`src/rtl/wddl_round_sched.sv`:
```
// ---------------------------------------------------------------------------
// wddl_round_sched
//   Round scheduler for the iterative WDDL AES-128 core. Sequences the
//   precharge / evaluate phases every WDDL gate network needs, counts AES
//   rounds and drives the state-register load / capture strobes. Owns no data.
//
//   Handshake: start_i is a level sampled only in IDLE or DONE; a start seen
//   there launches exactly one block. done_o is a single-cycle pulse. abort_i
//   returns the scheduler to IDLE from any state without a done_o pulse.
//
//   Optional feature (macro WDDL_RAND_PRE_EN): an 8-bit Fibonacci LFSR
//   (taps 8,6,5,4) stretches every PRE phase by 0..3 cycles to add timing
//   jitter. With the macro undefined the LFSR logic is absent and the
//   latency is fixed at 2 + NUM_ROUNDS*(PRE_CYCLES+EVAL_CYCLES+1).
//
// Ports:
//   clk          in   clock, rising edge
//   rst_n        in   asynchronous active-low reset
//   start_i      in   start one block encryption
//   abort_i      in   synchronous abort, returns to IDLE
//   busy_o       out  high in LOAD, PRE, EVAL, CAPT
//   done_o       out  one-cycle pulse in DONE
//   prech_o      out  1 = precharge (rails forced 0), 0 = evaluate
//   load_o       out  load plaintext/key (LOAD only)
//   capt_o       out  capture round result (CAPT only)
//   round_o      out  current round, 0 in IDLE/LOAD
//   last_round_o out  final round while busy (MixColumns skipped)
//   o_dbg_state  out  encoded FSM state for observation
// ---------------------------------------------------------------------------
module wddl_round_sched #(
  parameter int unsigned NUM_ROUNDS  = 10,
  parameter int unsigned PRE_CYCLES  = 1,
  parameter int unsigned EVAL_CYCLES = 1,
  parameter logic [7:0]  LFSR_SEED   = 8'hA5
) (
  input  logic       clk,
  input  logic       rst_n,
  input  logic       start_i,
  input  logic       abort_i,
  output logic       busy_o,
  output logic       done_o,
  output logic       prech_o,
  output logic       load_o,
  output logic       capt_o,
  output logic [3:0] round_o,
  output logic       last_round_o,
  output logic [2:0] o_dbg_state
);

  typedef enum logic [2:0] {
    S_IDLE = 3'd0,
    S_LOAD = 3'd1,
    S_PRE  = 3'd2,
    S_EVAL = 3'd3,
    S_CAPT = 3'd4,
    S_DONE = 3'd5
  } state_t;

  localparam logic [3:0] ROUND_LAST = 4'(NUM_ROUNDS);
  localparam logic [3:0] PRE_LAST   = 4'(PRE_CYCLES - 1);
  localparam logic [3:0] EVAL_LAST  = 4'(EVAL_CYCLES - 1);

  state_t     r_state;
  state_t     w_next;
  logic [3:0] r_cnt;
  logic [3:0] r_round;
  logic [3:0] w_pre_last;
  logic       w_in_phase;

`ifdef WDDL_RAND_PRE_EN
  // Jitter source. The extra precharge count is latched on PRE entry so the
  // terminal count stays stable for the whole phase. With jitter enabled the
  // terminal count PRE_CYCLES+2 must fit the 4-bit phase counter, so
  // PRE_CYCLES is limited to 13 in this build.
  logic [7:0] r_lfsr;
  logic [1:0] r_extra;
  logic [7:0] w_lfsr_step;
  logic [7:0] w_lfsr_upd;

  assign w_lfsr_step = {r_lfsr[6:0], r_lfsr[7] ^ r_lfsr[5] ^ r_lfsr[4] ^ r_lfsr[3]};
  // On a CAPT->PRE transition the jitter uses the freshly advanced value.
  assign w_lfsr_upd  = (r_state == S_CAPT) ? w_lfsr_step : r_lfsr;
  assign w_pre_last  = PRE_LAST + {2'b00, r_extra};

  always_ff @(posedge clk or negedge rst_n) begin
    if (!rst_n) begin
      r_lfsr  <= LFSR_SEED;
      r_extra <= 2'd0;
    end else begin
      // Advances on every CAPT cycle, including one cut short by abort.
      r_lfsr <= w_lfsr_upd;
      if (w_next == S_PRE && r_state != S_PRE) begin
        r_extra <= w_lfsr_upd[1:0];
      end
    end
  end
`else
  assign w_pre_last = PRE_LAST;
`endif

  // Next-state logic; abort overrides every other decision.
  always_comb begin
    w_next = r_state;
    case (r_state)
      S_IDLE: if (start_i) w_next = S_LOAD;
      S_LOAD: w_next = S_PRE;
      S_PRE:  if (r_cnt == w_pre_last) w_next = S_EVAL;
      S_EVAL: if (r_cnt == EVAL_LAST) w_next = S_CAPT;
      S_CAPT: w_next = (r_round == ROUND_LAST) ? S_DONE : S_PRE;
      S_DONE: w_next = start_i ? S_LOAD : S_IDLE;
      default: w_next = S_IDLE;
    endcase
    if (abort_i) begin
      w_next = S_IDLE;
    end
  end

  // The phase counter only runs inside the timed phases and restarts on
  // every state change, so it never wraps.
  assign w_in_phase = (r_state == S_PRE) || (r_state == S_EVAL);

  always_ff @(posedge clk or negedge rst_n) begin
    if (!rst_n) begin
      r_state <= S_IDLE;
      r_cnt   <= 4'd0;
      r_round <= 4'd0;
    end else begin
      r_state <= w_next;

      if (w_next != r_state || !w_in_phase) begin
        r_cnt <= 4'd0;
      end else begin
        r_cnt <= r_cnt + 4'd1;
      end

      // Round is 0 in IDLE/LOAD, 1 on leaving LOAD, +1 per CAPT->PRE,
      // and simply holds through DONE.
      if (w_next == S_IDLE || w_next == S_LOAD) begin
        r_round <= 4'd0;
      end else if (r_state == S_LOAD) begin
        r_round <= 4'd1;
      end else if (r_state == S_CAPT && w_next == S_PRE) begin
        r_round <= r_round + 4'd1;
      end
    end
  end

  // Moore outputs decoded from registered state only. prech_o drops only
  // in EVAL/CAPT, and both are always entered through PRE.
  always_comb begin
    busy_o       = (r_state == S_LOAD) || (r_state == S_PRE) ||
                   (r_state == S_EVAL) || (r_state == S_CAPT);
    done_o       = (r_state == S_DONE);
    prech_o      = !((r_state == S_EVAL) || (r_state == S_CAPT));
    load_o       = (r_state == S_LOAD);
    capt_o       = (r_state == S_CAPT);
    round_o      = r_round;
    last_round_o = busy_o && (r_round == ROUND_LAST);
    o_dbg_state  = r_state;
  end

endmodule

```
`config.mk`:
```
export PLATFORM = sky130hd
export DESIGN_NAME = wddl_round_sched
export DESIGN_NICKNAME = d
export VERILOG_FILES = /design/src/rtl/wddl_round_sched.sv
export SDC_FILE = /design/constraint.sdc
export NUM_CORES = 1
export LEC_CHECK = 0
export BUFFER_PORTS_ARGS = -buffer_cell sky130_fd_sc_hd__buf_2
export CORE_MARGIN = 2
export CORE_UTILIZATION = 55
export CTS_BUF_LIST = sky130_fd_sc_hd__clkbuf_16
export DETAILED_ROUTE_END_ITERATION = 6
export PLACE_DENSITY_LB_ADDON = 0.25
export SLEW_MARGIN = 20
export SYNTH_ARGS = -nofsm -noshare
export SYNTH_HDL_FRONTEND = slang
export SYNTH_SLANG_ARGS = --single-unit
```
`constraint.sdc`:
```
create_clock -name clk -period 3.75 [get_ports clk]
set_clock_uncertainty 0.15 [all_clocks]
set_input_delay 0.1875 -clock clk [delete_from_list [all_inputs] [get_ports clk]]
set_output_delay 0.1875 -clock clk [all_outputs]
set_load 0.005 [all_outputs]
```
==> run_results.csv <==
group,metric,value,unit
synthesis,synthesis.nets,83,
cells_and_area,utilization,70.79,%
clock_tree,clock-sinks,11,
power,leakage,0.4260,nW
clock_tree,post_cts_buffers,0,
die,initial_core_util,58.52,%
global_route,grt_max_degree,16,
drt,antenna_left,0,
cells_and_area,mostFrequentLayoutCell,"buf_2",
clock_tree,clk_latency,0.23,ns
worst_setup_path,path_class,"flop to primary output",
worst_setup_path,worst_setup_path_end_kind,"primary output",
placement,place_congestion,0.7061,
worst_setup_path,critical_path.max_fanout,15,
die,io_pins,17,
synthesis,synth-edff-count,0,
global_route,grt.overflow.total,0,
die,die_area,1679,um^2
sta,drv_slew,0,
worst_setup_path,crit_family,"flip-flops",
run,cap_viol_max_count,0,
sta,max_freq,0.5454,GHz
sta,rsz0062_at_grt,"no",
worst_setup_path,cp-start-kind,"flop",
cells_and_area,final_nets,100,
sta,hold_viol_final,0,
die,rows,13,
sta,period_minus_slack,1.834,ns
placement,io_buffers,16,
cells_and_area,num_antenna_cells,0,
clock_tree,path_clk_slew,0.04,ns
synthesis,ys_types,32,
worst_setup_path,cp.arrival,1.50,ns
clock_tree,clk_path_buf_depth,2,
drt,drc,0,
clock_tree,cts_root_buffer,"clkbuf_16",
clock_tree,cts_resized,0,
synthesis,yosysTopAreaCellShare,36.61,%
synthesis,avgSynthCellArea,10.03,um^2
worst_setup_path,path_depth,3,
sta,setup_viol,0,
synthesis,synth_area_leaders,"dfrtp_1 (37%), ha_1 (6.7%), nor3b_4 (5.0%), a21oi_1 (4.0%), inv_1 (3.5%)",
global_route,grt_pass1_vias,505,
clock_tree,htreeDepth,1,
placement,hpwlAfterDp,1.029,mm
worst_setup_path,crit_path_top_delay_cell,"dfrtp_1",
synthesis,synth_seq_cells,11,
sta,fin_setup_tns,0,ns
drt,drtIter0Drc,2,
power,vdd_drop_max,0.0003579,V
worst_setup_path,crit_path_cell_trace,"nor3b_4 > nor2_1 > buf_2",
synthesis,ys_seq_area_share,36.61,%
drt,wl_per_cell,14.22,um
worst_setup_path,cp.buffers_inverters,1,
sta,slew_headroom,69.80,%
drt,num_vias,602,
synthesis,synth_area_leader_cell,"dfrtp_1",
drt,drtPass1Iterations,4,
clock_tree,cts_buffers,3,
clock_tree,cts_tree,"yes",
cells_and_area,area_delta_synth_final,20.97,%
worst_setup_path,r2r.worst_path.cells,3,
outcome,status,"completed",
synthesis,async_reset_ff_share,100.0,%
cells_and_area,drive_above_1_share,26.37,%
drt,wl,1.507,mm
worst_setup_path,slowest_delay,0.61,ns
synthesis,syn_inst,75,
global_route,grt_pass1_wl,2.290,mm
sta,worstMarginPinSlew,0.4530,ns
die,core_area,1285,um^2
global_route,antenna_found_initial,0,
synthesis,synth_ff_type,"dfrtp_1",
cells_and_area,final_cell_mix,"buf_2 (16), dfrtp_1 (11), inv_1 (8)",
synthesis,yosysWarnings,0,
die,die_h,40.98,um
die,die_w,40.98,um
global_route,grt_use_total,21.94,%
placement,dpl_worst_slack,2.062,ns
power,p_per_area,411.1,nW/um^2
sta,whs,0.1140,ns
hold_path,hold_class,"input pin to flop",
sta,setup_ws,1.917,ns
worst_setup_path,crit_required,3.41,ns
synthesis,syn-cell-area,752.0,um^2
drt,via_per_inst,5.679,
hold_path,hold_depth,2,
sta,timing.final.crit_share,48.89,%
power by group:
| part | leakage [nW] | internal [mW] | switching [mW] | total, mW |
|---|---|---|---|---|
| Combinational | 0.232 | 0.0243 | 0.0233 | 0.0476 |
| Sequential | 0.152 | 0.123 | 0.0148 | 0.138 |
| Clock | 0.0423 | 0.140 | 0.0487 | 0.188 |
final timing paths:
path                                     startpoint                        to  slack, ns
setup / recovery           o_dbg_state[2]$_DFF_PN0_                   prech_o       1.92
hold / removal                              abort_i    round_o[3]$_DFFE_PN0P_       0.11
setup reg to reg           o_dbg_state[2]$_DFF_PN0_    round_o[1]$_DFFE_PN0P_       2.06
hold reg to reg                  r_cnt[0]$_DFF_PN0_        r_cnt[0]$_DFF_PN0_       0.36
max in group asynchronous                     rst_n  o_dbg_state[0]$_DFF_PN0_       3.04
min in group asynchronous                     rst_n    round_o[1]$_DFFE_PN0P_       0.21
registers in the layout, summed over array words and instances, names as in the netlist:
register / flops
o_dbg_state: 3
r_cnt: 4
round_o: 4
cells by family after synthesis:
kind of cell | after synthesis | share of synthesized area, %
AO/OA/AOI/OAI | 13 | 13.64
XOR/XNOR | 4 | 4.660
adder cells (fa/ha/maj) | 4 | 6.656
buffers and inverters | 12 | 7.487
flip-flops | 11 | 36.61
multiplexers | 2 | 2.662
AND/OR/NAND/NOR | 29 | 28.29
metal layers:
layer  track usage, %  wire [um]  vias up
met5                0          0        -
met4            15.00         21        0
met3            3.261         44        2
met2            33.98        762       14
met1            27.84        680      288
li1                 -          -      298
final cells by class:
| type | instances | area (um^2) |
|---|---|---|
| repair buffers | 17 | 90.09 |
| well taps | 15 | 18.77 |
| clock buffers | 3 | 75.07 |
| flip-flops and latches | 11 | 275.3 |
| multi-input cells | 52 | 420.4 |
| fillers | 87 | 375.4 |
| clock inverters | 1 | 3.754 |
| inverters | 7 | 26.28 |
worst register-to-register path, delay by kind of cell (launching register included):
family,cells,cell delay [ns]
flops,1,0.61
simple gates,2,0.62
compound gates,1,0.22
Yosys cell counts (2+ instances only):
cell type and instances:
a21oi_1 6, a22oi_1 2, and2_1 2, and3b_1 2, buf_2 3, dfrtp_1 11
ha_1 4, inv_1 7, mux2i_1 2, nand2b_1 3, nand3_1 2, nor2_1 6
nor3b_4 2, nor4bb_1 2, or3_1 2, xnor2_1 3
repair_timing:
action                                  4_1_cts  5_1_grt
hold endpoints to repair                     11        0
endpoints found under the setup margin        0        0
hold buffers                                  1        0
stage by stage:
step | instances | instance area, um^2 | total power [mW]
6_report | 106 | 909.6 | 0.3740
5_1_grt | 106 | 909.6 | 0.3932
4_1_cts | 106 | 909.6 | 0.3789
3_5_place_dp | 101 | 820.8 | 0.1870
3_3_place_gp | 101 | 820.8 | 0.1856
2_1_floorplan | 75 | 752.0 | 0.1725
No activity file was read; power rests on OpenSTA's default activity.
